--- src/rtl/frame_commit_sequencer.sv ---
// frame_commit_sequencer
// Copies a completed frame from the next-target framebuffer into the target
// framebuffer. The copy starts on a driver frame boundary (i_sync) and only
// while the animator is idle. It is one burst of c_channels words, and the
// frame's time/type header is latched at the start of the burst.
//
// Ports:
//   i_clk, i_rst_n   clock, synchronous active-low reset
//   i_frame_done     pulse: next-target buffer holds a complete frame
//   i_sync           driver latch pulse (frame boundary)
//   i_anim_busy      animator is reading the target buffer
//   o_raddr/i_rdata  next-target read port (1-cycle read latency)
//   i_time/i_type    next-target frame header
//   o_wen/o_waddr/o_wdata  target write port
//   o_time/o_type    committed header, held between commits
//   o_busy           high during COPY and FLUSH
//   o_commit         pulse when the copy is complete
//   o_drop_cnt       (FRAME_COMMIT_DROP_CNT_EN only) frames overwritten before commit
//
// Optional feature macro: FRAME_COMMIT_DROP_CNT_EN
module frame_commit_sequencer #(
  parameter int unsigned c_ledboards = 30,
  parameter int unsigned c_bpc       = 12,
  parameter int unsigned c_max_time  = 1024,
  parameter int unsigned c_max_type  = 64,
  localparam int unsigned c_channels = c_ledboards * 32,
  localparam int unsigned c_addr_w   = $clog2(c_channels),
  localparam int unsigned c_time_w   = $clog2(c_max_time),
  localparam int unsigned c_type_w   = $clog2(c_max_type)
) (
  input  logic                i_clk,
  input  logic                i_rst_n,
  input  logic                i_frame_done,
  input  logic                i_sync,
  input  logic                i_anim_busy,
  output logic [c_addr_w-1:0] o_raddr,
  input  logic [c_bpc-1:0]    i_rdata,
  input  logic [c_time_w-1:0] i_time,
  input  logic [c_type_w-1:0] i_type,
  output logic                o_wen,
  output logic [c_addr_w-1:0] o_waddr,
  output logic [c_bpc-1:0]    o_wdata,
  output logic [c_time_w-1:0] o_time,
  output logic [c_type_w-1:0] o_type,
  output logic                o_busy,
  output logic                o_commit
`ifdef FRAME_COMMIT_DROP_CNT_EN
  ,
  output logic [7:0]          o_drop_cnt
`endif
);

  typedef enum logic [1:0] {StIdle, StWait, StCopy, StFlush} state_e;

  // Terminal read address; compared exactly so a non-power-of-two count never wraps.
  localparam logic [c_addr_w-1:0] c_last = c_addr_w'(c_channels - 1);

  state_e                state_q, state_d;
  logic                  pending_q, pending_d;
  logic [c_addr_w-1:0]   raddr_q, raddr_d;
  logic                  wen_q;
  logic [c_addr_w-1:0]   waddr_q;
  logic [c_time_w-1:0]   time_q;
  logic [c_type_w-1:0]   type_q;
  logic                  commit_q;
  logic                  start;

  always_comb begin
    state_d   = state_q;
    pending_d = pending_q | i_frame_done;
    raddr_d   = '0;
    start     = 1'b0;
    unique case (state_q)
      StIdle: begin
        if (i_frame_done) state_d = StWait;
      end
      StWait: begin
        if (i_sync && !i_anim_busy) begin
          state_d   = StCopy;
          start     = 1'b1;
          // A frame finishing in the very cycle the copy starts stays pending.
          pending_d = i_frame_done;
        end
      end
      StCopy: begin
        if (raddr_q == c_last) state_d = StFlush;
        else                   raddr_d = raddr_q + 1'b1;
      end
      StFlush: begin
        state_d = pending_d ? StWait : StIdle;
      end
      default: state_d = StIdle;
    endcase
  end

  always_ff @(posedge i_clk) begin
    if (!i_rst_n) begin
      state_q   <= StIdle;
      pending_q <= 1'b0;
      raddr_q   <= '0;
      wen_q     <= 1'b0;
      waddr_q   <= '0;
      time_q    <= '0;
      type_q    <= '0;
      commit_q  <= 1'b0;
    end else begin
      state_q   <= state_d;
      pending_q <= pending_d;
      raddr_q   <= raddr_d;
      // Write side trails the read side by the 1-cycle read latency.
      wen_q     <= (state_q == StCopy);
      if (state_q == StCopy) waddr_q <= raddr_q;
      commit_q  <= (state_q == StFlush);
      if (start) begin
        time_q <= i_time;
        type_q <= i_type;
      end
    end
  end

`ifdef FRAME_COMMIT_DROP_CNT_EN
  logic [7:0] drop_q;

  always_ff @(posedge i_clk) begin
    if (!i_rst_n) begin
      drop_q <= '0;
    end else if (i_frame_done && pending_q && (drop_q != 8'hFF)) begin
      drop_q <= drop_q + 8'd1;
    end
  end

  assign o_drop_cnt = drop_q;
`endif

  assign o_raddr  = raddr_q;
  assign o_wen    = wen_q;
  assign o_waddr  = waddr_q;
  assign o_wdata  = i_rdata;
  assign o_time   = time_q;
  assign o_type   = type_q;
  assign o_busy   = (state_q == StCopy) || (state_q == StFlush);
  assign o_commit = commit_q;

endmodule

--- config.mk ---
export PLATFORM = sky130hd
export DESIGN_NAME = frame_commit_sequencer
export DESIGN_NICKNAME = d
export VERILOG_FILES = /design/src/rtl/frame_commit_sequencer.sv
export SDC_FILE = /design/constraint.sdc
export NUM_CORES = 1
export LEC_CHECK = 0
export ABC_AREA = 1
export ABC_CLOCK_PERIOD_IN_PS = 2000
export CORE_MARGIN = 5
export CORE_UTILIZATION = 27
export DETAILED_ROUTE_END_ITERATION = 10
export PLACE_DENSITY = 0.68
export SYNTH_ARGS = -nofsm -noshare
export SYNTH_HDL_FRONTEND = slang
export SYNTH_SLANG_ARGS = --single-unit
--- constraint.sdc ---
create_clock -name i_clk -period 2 [get_ports i_clk]
set_input_delay 0.4 -clock i_clk [delete_from_list [all_inputs] [get_ports i_clk]]
set_output_delay 0.4 -clock i_clk [all_outputs]
set_load 0.1 [all_outputs]
# Yosys cells after proc, flatten, opt, wreduce, memory -nomap -nowiden
# Cells that the tools add are included.
# totals
regBits	41
input_bits	33
output_inout_bits	51
wordCells	34
# op_classes
add_sub_neg	1
eq_ne	7
muxes	9
bitwise	3
reduce_logical	6
# ops
operator	count
$add 10x1->10 const B	1
$eq 10x10->1 const B	1
$pmux 2 s4	1
$mux 2	3
$ne 2x2->1 const B	3
$mux 1	5
$eq 2x2->1 const B	2
$reduce_and 3->1	1
$reduce_or 3->1	1
$eq 2x1->1 const B	1
$logic_not 2->1	1
$not 1->1	2
$logic_and 1x1->1	1
$logic_not 1->1	1
$logic_or 1x1->1	1
$or 1x1->1	1

# Depth between registers and ports, before layout
# Gate-level depths: netlist of the first run.
# logic_depth
word_depth	4
depth_mapped	8
depth_no_buf	8

# Worst setup path before layout of the first run
# Ideal clock, no wire load.
# synth_timing
kind	flip-flop to flip-flop
startpoint	reg raddr_q[0], in the netlist o_raddr[0]
endpoint	reg raddr_q[8], in the netlist o_raddr[8]
setup_time_ns	0.066
arrival_ns	2.010
required_ns	1.934
path_slack_ns	-0.075
stages_incl_launch_ff	7
n_path_buf	0
period_less_slack_ns	2.075
cell_sequence	dfxtp_1 > ha_1 > nand2_2 > nor2_4 > nand3_1 > xor2_1 > nor2_2
# synth_between
elab_chain_len	2
elab_cells_between_ends	3
cone_classes	1 x add/sub; 1 x eq/ne; 1 x reduce/logical
# synth_lines
element	line_no	text
start: declaration	60	logic [c_addr_w-1:0] raddr_q, raddr_d;
start signal: assignment	109	raddr_q <= raddr_d;
parallel branches: the longest is 2 deep, another holds $add 10x1->10	n/a	
# Several ways; the timed one is not identified.
# A chain may end at the register's enable or synchronous reset.

# Worst setup path after layout of the first run
# layout_timing
startpoint	reg state_q[0]
endpoint	out o_busy
# layout_between
elab_chain_len	2
elab_cells_between_ends	3
cone_classes	2 x eq/ne; 1 x reduce/logical
# layout_lines
element	line_no	text
start: declaration	58	state_e state_q, state_d;
start signal: assignment	98	state_q <= StIdle;
start signal: assignment	107	state_q <= state_d;
$eq 2x2->1	141	assign o_busy = (state_q == StCopy) || (state_q == StFlush);
$logic_or 1x1->1 *	141	
end: declaration	45	output logic o_busy,
# Mark *: on every way between the ends. The rest lies on a longest branch, timed or not.

==> flow_metrics.py, run 1 <==
metrics = {
    "power_and_ir_drop": {
        "leakage_nw": 0.9914,
        "powerDensity_mw_per_mm2": 1269,
        "irDropWorstVdd_mv": 0.4669,
    },
    "timing": {
        "hold_viol": 0,
        "fin_worst_skew_ps": 3.364,
        "max_freq_mhz": 544.3,
        "fin_hold_ws_ps": 466.3,
        "slew-limit-headroom": 0.7544,
        "setup_violations": 0,
        "fin_ws_ps": 162.7,
        "fin_crit_sh": 0.9187,
        "drv_slew": 0,
        "rsz0062_at_grt": "false",
        "setup_tns_ps": 0,
        "worst_pin_slew_ps": 367.9,
        "period_needed_ps": 1837,
    },
    "global_route": {
        "grt_start_max_net_pins": 18,
        "grt_pass1_vias": 1461,
        "antenna_found_initial": 0,
        "grt_usage": 0.1046,
        "grt_overflow": 0,
        "grt_pass1_wl_microns": 6561,
    },
    "worst_setup_path": {
        "cp-start-kind": "flop",
        "path_class": "flop to output pin",
        "cp_num_buf_inv": 2,
        "ff2ff_setup_slack_ps": 620,
        "crit_arrival_ps": 1440,
        "critPathMaxFanout": 6,
        "worstSetupPathDepth": 4,
        "required_ps": 1600,
        "crit_chain": "inv_1 > ha_1 > or2_2 > buf_12",
        "end_kind": "output pin",
        "crit_slowest_cell": "dfxtp_2",
        "critical_path.top_delay_family": "flip-flops",
        "ff2ff_path_depth": 6,
        "slowest_delay_ps": 380,
    },
    "synth": {
        "ys_seq_elements": 41,
        "synthesis.nets": 250,
        "yosys.area_share.xor_xnor": 0.02060,
        "syn-cell-area_sq_mm": 0.001700,
        "synthSimpleGateAreaFrac": 0.2546,
        "synth_area_per_cell_sq_um": 8.021,
        "netlist_instances": 212,
        "muxShareOfSynthArea": 0,
        "seq_area_frac_synth": 0.4827,
        "ys_warn_count": 0,
        "yosys.area_share.adder": 0.03679,
        "synth_compound_area_frac": 0.1074,
        "synth_top_family_by_area": "simple AND/OR/NAND/NOR gates",
        "synth_cell_types": 29,
    },
    "finish": {
        "area_growth_pct": 39.96,
        "final_common_cell": "nand2_1",
        "diodes": 0,
        "finalNetCount": 303,
        "final_cells": 343,
        "drive_gt1_frac": 0.2481,
        "n_fill_cell": 643,
        "most-common-layout-cells": "nand2_1, dfxtp_1, buf_4",
    },
    "clock_network": {
        "htree_levels": 2,
        "cts_made_buffers": 5,
        "cts_root_buf": "clkbuf_8",
        "clk_path_buf_depth": 2,
        "clk_latency_ps": 280,
        "cts_tree": "built",
        "clkTransAtPathRegs_ps": 80,
        "clock_sinks": 41,
    },
    "place": {
        "numPlacedInstances": 335,
        "gp_congestion": 0.7855,
        "port_buffers": 59,
        "dpl_worst_slack_ps": 320.0,
        "dpl.hpwl_microns": 3133,
    },
    "floorplanning": {
        "fp-row-count": 29,
        "dieArea_sq_mm": 0.007985,
        "chipHeight_microns": 89.36,
        "io_pins": 84,
        "die_x_microns": 89.36,
        "start_util": 0.2725,
        "core_sq_mm": 0.006241,
    },
    "drt": {
        "routed_wl_microns": 4251,
        "drc": 0,
        "wl_met1_microns": 1922,
        "antenna_left": 0,
        "drt-initial-drc-count": 35,
        "via_count": 1511,
        "top_layer": "met4",
        "drt-pass1-iter-count": 4,
        "wl_per_cell_microns": 12.39,
        "wl_met3_microns": 475,
        "wl_met2_microns": 1814,
        "viasPerCell": 4.405,
    },
    "hold_path": {
        "min_delay_path_depth": 2,
        "hold_path.class": "flop to flop",
    },
    "run": {
        "maxCapViolations": 0,
    },
    "run_status": {
        "status": "finished clean",
    },
}
[layout make-up]
class,instances,area (sq um),area share
clock buffer,6,72.57,0.03049
clock inverter,2,10.01,0.004206
inverter,12,45.04,0.01893
multi-input combinational,141,713.2,0.2997
sequential,41,824.5,0.3465
tap,77,96.34,0.04048
timing repair buffer,64,618.1,0.2597
[state kept, by name, indices dropped and copies added, names as in the netlist]
name	cells
o_type	6
pending_q	1
o_raddr	10
state_q	2
o_waddr	10
o_wen	1
o_commit	1
o_time	10
[what timing repair did]
action	4_1_cts	5_1_grt
hold endpoints to repair	0	0
setup buffers	0	0
resized for setup	0	1
endpoints found under the setup margin	0	1
hold buffers	0	0
[logic make-up (layout without fill, tap and decap cells)]
kind of cell / count (synthesis) / in the layout
simple gates: 97 / 97
xor+xnor: 4 / 4
flops: 41 / 41
fa+ha+maj: 5 / 5
buf+inv: 30 / 84
compound gates: 35 / 35
[synthesized netlist by cell type]
| library cell | number | share of area |
|---|---|---|
| nand2_1 | 43 | 0.095 |
| nor3b_2 | 1 | 0.0074 |
| nand2_2 | 3 | 0.011 |
| a21oi_1 | 22 | 0.065 |
| nor2_2 | 1 | 0.0037 |
| o21bai_1 | 1 | 0.0044 |
| buf_4 | 13 | 0.057 |
| and3_1 | 1 | 0.0037 |
| buf_2 | 3 | 0.0088 |
| nand4_1 | 1 | 0.0037 |
| o21ai_0 | 10 | 0.029 |
| nor2_4 | 1 | 0.0066 |
| inv_1 | 9 | 0.020 |
| nand3_2 | 3 | 0.018 |
| dfxtp_1 | 41 | 0.48 |
| clkinv_1 | 2 | 0.0044 |
| a211oi_1 | 1 | 0.0044 |
| inv_2 | 1 | 0.0022 |
| nor3_1 | 1 | 0.0029 |
| ha_1 | 5 | 0.037 |
| or2_2 | 1 | 0.0037 |
| xnor2_1 | 1 | 0.0052 |
| nor2_1 | 33 | 0.073 |
| a22oi_1 | 1 | 0.0044 |
| clkbuf_1 | 1 | 0.0022 |
| nand3_1 | 7 | 0.021 |
| xor2_1 | 3 | 0.015 |
| clkbuf_2 | 1 | 0.0029 |
| nor3_2 | 1 | 0.0059 |
[metrics by stage]
step                power [mW]  utilization  cell area [sq um]
floorplan                2.272            -               1703
global placement         2.511       0.3679               2296
detailed placement       2.533       0.3679               2296
CTS                      3.055       0.3811               2379
global route             3.187       0.3813               2380
finish                   3.019       0.3813               2380
[path summary, 6_finish.rpt]
path / end / startpoint
worst max-delay path: o_busy / state_q[0]
worst min-delay path: o_time[8] / o_time[8]
worst max register to register: o_waddr[1] / state_q[0]
worst min register to register: o_time[8] / o_time[8]
[where the power goes]
group / total [mW] / internal (mW) / switching, mW
logic: 1.49 / 0.369 / 1.12
registers: 1.02 / 0.938 / 0.0810
clock network: 0.514 / 0.242 / 0.272
total: 3.02 / 1.55 / 1.47
[routing by layer]
layer / global-route usage / vias to the layer above
met5: 0 / -
li1: - / 775
met2: 0.1621 / 56
met4: 0.03789 / 0
met3: 0.03687 / 5
met1: 0.1341 / 675
[tightest hold or removal path: cells and delay by family, from the launching register on]
kind | cells | cell delay [ps]
compound gates | 1 | 50
simple gates | 1 | 60
flops | 1 | 310
(Power assumes the default switching activity.)
==> run 2: changes to the inputs <==
CORE_UTILIZATION = 41   (was 27)
PLACE_DENSITY = 0.91   (was 0.68)
==> run 2 against run 1 <==
  * Die area down 31%
  * First-iteration DRC count rose by 66%
  * Combinational power about the same
  * Cell count down 8.2%
  * Core utilization rose by 21 points
  * Non-clock buffer count fell by 1
  * Count of clock-buffer cells in the layout up 1
  * Register-to-register slack worse by 20 ps
  * Clock power rose by 30%
  * Critical path type unchanged
==> flow_metrics.py, run 2 (same netlist as run 1, synthesis figures left out) <==
metrics = {
    "run_status": {
        "status": "finished clean",
    },
    "global_route": {
        "grt_pass1_vias": 1504,
        "grt_usage": 0.1595,
        "grt_start_max_net_pins": 18,
        "grt_overflow": 0,
        "grt_pass1_wl_microns": 6706,
        "antenna_found_initial": 0,
    },
    "timing": {
        "setup_violations": 0,
        "setup_tns_ps": 0,
        "fin_crit_sh": 0.9194,
        "rsz0062_at_grt": "false",
        "slew-limit-headroom": 0.7671,
        "max_freq_mhz": 543.9,
        "hold_viol": 0,
        "fin_worst_skew_ps": 6.884,
        "drv_slew": 0,
        "period_needed_ps": 1839,
        "worst_pin_slew_ps": 349.4,
    },
    "hold_path": {
        "min_from": "o_type[1]",
        "hold_path.class": "flop to flop",
        "whs_endpoint": "o_type[1]",
        "min_delay_path_depth": 2,
    },
    "worst_setup_path": {
        "critPathMaxFanout": 6,
        "crit_slowest_cell": "dfxtp_2",
        "required_ps": 1600,
        "r2r_end": "o_waddr[1]",
        "slowest_delay_ps": 370,
        "ff2ff_setup_slack_ps": 600,
        "crit_arrival_ps": 1440,
        "reg2reg_from": "state_q[0]",
        "end_kind": "output pin",
        "path_class": "flop to output pin",
        "cp-start-kind": "flop",
        "ff2ff_path_depth": 6,
        "crit_chain": "inv_1 > ha_1 > or2_2 > buf_12",
    },
    "power_and_ir_drop": {
        "pwr-share-seq": 0.320,
        "powerDensity_mw_per_mm2": 1347,
        "p_sw_frac": 0.4610,
        "p_int_mw": 1.713,
        "pwr-share-clk": 0.210,
        "leakage_nw": 0.9975,
        "total_power_mw": 3.178,
        "irDropWorstVdd_mv": 1.006,
        "combPwrFrac": 0.470,
        "power.switching_mw": 1.465,
    },
    "clock_network": {
        "clock_sinks": 41,
        "clk_latency_ps": 290,
        "cts_setup_buffers": 0,
        "htree_levels": 2,
        "clkTransAtPathRegs_ps": 80,
        "cts_made_buffers": 5,
        "cts_root_buf": "clkbuf_8",
        "clk_path_buf_depth": 2,
        "cts_tree": "built",
    },
    "place": {
        "gp_congestion": 0.8135,
        "dpl.hpwl_microns": 2984,
        "port_buffers": 59,
    },
    "drt": {
        "viasPerCell": 4.768,
        "via_count": 1502,
        "wl_per_cell_microns": 12.95,
        "drc": 0,
        "antenna_left": 0,
        "drt-pass1-iter-count": 4,
        "routed_wl_microns": 4079,
        "drt-initial-drc-count": 58,
    },
    "finish": {
        "diodes": 0,
        "finalNetCount": 302,
        "most-common-layout-cells": "nand2_1, dfxtp_1, buf_4",
        "drive_gt1_frac": 0.2453,
        "area_growth_pct": 38.78,
        "final_common_cell": "nand2_1",
        "n_fill_cell": 357,
    },
    "run": {
        "maxCapViolations": 0,
    },
    "floorplanning": {
        "io_pins": 84,
        "fp-row-count": 23,
        "chipHeight_microns": 74.40,
        "core_sq_mm": 0.004000,
        "die_x_microns": 74.40,
        "start_util": 0.4251,
        "dieArea_sq_mm": 0.005535,
    },
}
[run 2: cell type report]
type,count,area (sq um),share of cell area
Inverter,12,45.04,0.01909
Multi-Input combinational cell,141,713.2,0.3022
Timing Repair Buffer,63,598.1,0.2534
Clock buffer,7,86.33,0.03659
Clock inverter,1,30.03,0.01273
Sequential cell,41,824.5,0.3494
Tap cell,50,62.56,0.02651
[run 2: worst max path at each step]
stage	from	cells after the start	to
after floorplan	o_raddr[4]	5	o_raddr[8]
after global placement	i_rst_n	4	o_type[0]
after detailed placement	i_frame_done	6	state_q[1]
after CTS	state_q[0]	4	o_busy
after global routing	state_q[0]	4	o_busy
final	state_q[0]	4	o_busy
[run 2: worst max-delay path: cells and delay by family (launching register included)]
kind                       cells  cell delay, ps
and+or+nand+nor                1             320
DFF                            1             370
buffers and inverters          2             240
adders and majority gates      1             210
[run 2: metrics by stage]
stage	cell area (sq um)	worst slack, ps	hold WS, ps	util	std cells
after global routing	2360	79.38	482.5	0.5899	315
after floorplan	1703	161.1	501.2	-	212
after CTS	2359	80.42	468.4	0.5896	315
after global placement	2242	419.6	453.3	0.5605	307
after detailed placement	2242	392.2	456.6	0.5605	307
final	2360	161.3	466.2	0.5899	315
[run 2: repair_timing]
item,4_1_cts,5_1_grt
setup endpoints to repair,0,1
resized for setup,0,1
hold buffers,0,0
[run 2: metal layers]
metal | track usage | routed length, microns
met1 | 0.1807 | 1651
met2 | 0.2673 | 1883
met3 | 0.08243 | 507
met4 | 0.03755 | 36
met5 | 0 | 0
[run 2: power groups by stage]
| stage | Combinational [mW] | Sequential, mW | Clock (mW) |
|---|---|---|---|
| 2_1_floorplan | 0.580 | 1.69 | 0 |
| 3_3_place_gp | 1.47 | 1.03 | 0 |
| 3_5_place_dp | 1.50 | 1.03 | 0 |
| 4_1_cts | 1.51 | 1.01 | 0.689 |
| 5_1_grt | 1.60 | 1.03 | 0.726 |
| 6_report | 1.49 | 1.02 | 0.668 |
==> run 3: changes to the inputs <==
GPL_TIMING_DRIVEN = 0   (was default)
PLACE_DENSITY = 0.85   (was 0.91)
==> run 3 against run 2 <==
  * Via count grew 6.6%
  * Final area increased by 8.9%
  * Combinational power rose by 3%
  * Register-to-register slack got worse by 60 ps
  * Hold slack worse by 4.3 ps
  * Largest cell class unchanged
  * Core utilization is 5.3 points higher
  * Clock power is 12% lower
  * Critical path depth shrank 3
==> flow_metrics.py, run 3 (same netlist as run 1, synthesis figures left out) <==
metrics = {
    "timing": {
        "hold_viol": 0,
        "rsz0062_at_grt": "false",
        "max_freq_mhz": 512.4,
        "fin_worst_skew_ps": 6.357,
        "worst_pin_slew_ps": 989.3,
        "fin_hold_ws_ps": 461.9,
        "fin_crit_sh": 0.9757,
        "period_needed_ps": 1951,
        "slew-limit-headroom": 0.3431,
        "drv_slew": 0,
        "setup_violations": 0,
    },
    "floorplanning": {
        "fp-row-count": 23,
        "start_util": 0.4251,
        "dieArea_sq_mm": 0.005535,
        "die_x_microns": 74.40,
        "core_sq_mm": 0.004000,
        "chipHeight_microns": 74.40,
        "io_pins": 84,
    },
    "clock_network": {
        "cts_made_buffers": 5,
        "clk_latency_ps": 290,
        "clkTransAtPathRegs_ps": 80,
        "cts_tree": "built",
        "postCtsHoldBufs": 0,
        "cts_setup_buffers": 0,
        "clk_path_buf_depth": 2,
        "cts_root_buf": "clkbuf_8",
        "clock_sinks": 41,
        "htree_levels": 2,
    },
    "drt": {
        "viasPerCell": 4.695,
        "wl_per_cell_microns": 12.30,
        "via_count": 1601,
        "antenna_left": 0,
        "drt-pass1-iter-count": 4,
        "drt-initial-drc-count": 42,
        "drc": 0,
        "routed_wl_microns": 4195,
    },
    "run_status": {
        "status": "finished clean",
    },
    "hold_path": {
        "hold_path.class": "flop to flop",
    },
    "run": {
        "maxCapViolations": 0,
    },
    "finish": {
        "final_common_cell": "nand2_1",
        "drive_gt1_frac": 0.1684,
        "finalNetCount": 328,
        "multi_input_area_sq_um": 715.7,
        "seqCellArea_sq_um": 824.5,
        "n_fill_cell": 352,
        "most-common-layout-cells": "nand2_1, dfxtp_1, nor2_1",
        "area_growth_pct": 51.14,
        "diodes": 0,
        "final_cells": 341,
    },
    "worst_setup_path": {
        "crit_slowest_cell": "clkdlybuf4s15_1",
        "cp-start-kind": "flop",
        "required_ps": 1600,
        "end_kind": "output pin",
        "slowest_delay_ps": 860,
        "crit_chain": "clkdlybuf4s15_1",
        "cp_num_buf_inv": 1,
        "crit_arrival_ps": 1550,
        "critPathMaxFanout": 4,
        "critical_path.top_delay_family": "buffers and inverters",
        "path_class": "flop to output pin",
    },
    "power_and_ir_drop": {
        "irDropWorstVdd_mv": 0.9423,
        "powerDensity_mw_per_mm2": 1222,
        "leakage_nw": 1.250,
    },
    "place": {
        "gp_congestion": 0.7517,
        "port_buffers": 71,
        "dpl.hpwl_microns": 3122,
        "numPlacedInstances": 333,
    },
    "global_route": {
        "grt_overflow": 0,
        "grt_pass1_wl_microns": 6624,
        "grt_start_max_net_pins": 13,
        "antenna_found_initial": 0,
        "grt_usage": 0.1542,
        "grt_pass1_vias": 1560,
    },
}
-- run 3: path summary, 6_finish.rpt --
path,from,to,slack [ps],cells after the start
worst max-delay path,o_raddr[9],o_raddr[9],50,1
worst min-delay path,o_time[5],o_time[5],460,2
worst max register to register,state_q[1],o_type[1],540,7
worst min register to register,o_time[5],o_time[5],460,2
-- run 3: report_power, final --
part           internal, mW  switching (mW)
registers             0.938          0.0752
logic                 0.334            1.21
clock network         0.312           0.275
-- run 3: timing repair --
action,CTS,global route
endpoints found under the hold margin,0,0
pin swaps,0,0
setup endpoints to repair,40,13
gates resized for setup,60,13
-- run 3: worst reg2reg max path: cells and delay by family (launching register included) --
kind / cells / cell delay [ps]
compound gates: 1 / 120
fa+ha+maj: 1 / 190
buf+inv: 3 / 490
flops: 1 / 350
simple gates: 2 / 260
-- run 3: layout make-up --
| class | instances | share of cell area |
|---|---|---|
| Buffer | 18 | 0.04722 |
| Clock buffer | 7 | 0.03749 |
| Clock inverter | 1 | 0.001947 |
| Inverter | 12 | 0.01753 |
| Multi-Input combinational cell | 141 | 0.2785 |
| Sequential cell | 41 | 0.3208 |
| Tap cell | 50 | 0.02434 |
| Timing Repair Buffer | 71 | 0.2722 |
-- run 3: per-layer routing --
metal / GRT usage / routed length (microns)
met1: 0.1873 / 1778
met5: 0 / 0
met2: 0.2449 / 1864
met4: 0.07115 / 61
met3: 0.05405 / 492
-- run 3: metrics by stage --
| stage | total power [mW] | TNS, ps | setup WS (ps) | utilization | area [sq um] |
|---|---|---|---|---|---|
| 2_1_floorplan | 2.272 | 0 | 161.1 | - | 1703 |
| 3_3_place_gp | 2.626 | -539.8 | -481.4 | 0.6190 | 2476 |
| 3_5_place_dp | 2.643 | -533.9 | -487.4 | 0.6190 | 2476 |
| 4_1_cts | 3.171 | 0 | 0.2860 | 0.6365 | 2546 |
| 5_1_grt | 3.304 | 0 | 7.803 | 0.6425 | 2570 |
| 6_report | 3.139 | 0 | 48.58 | 0.6425 | 2570 |
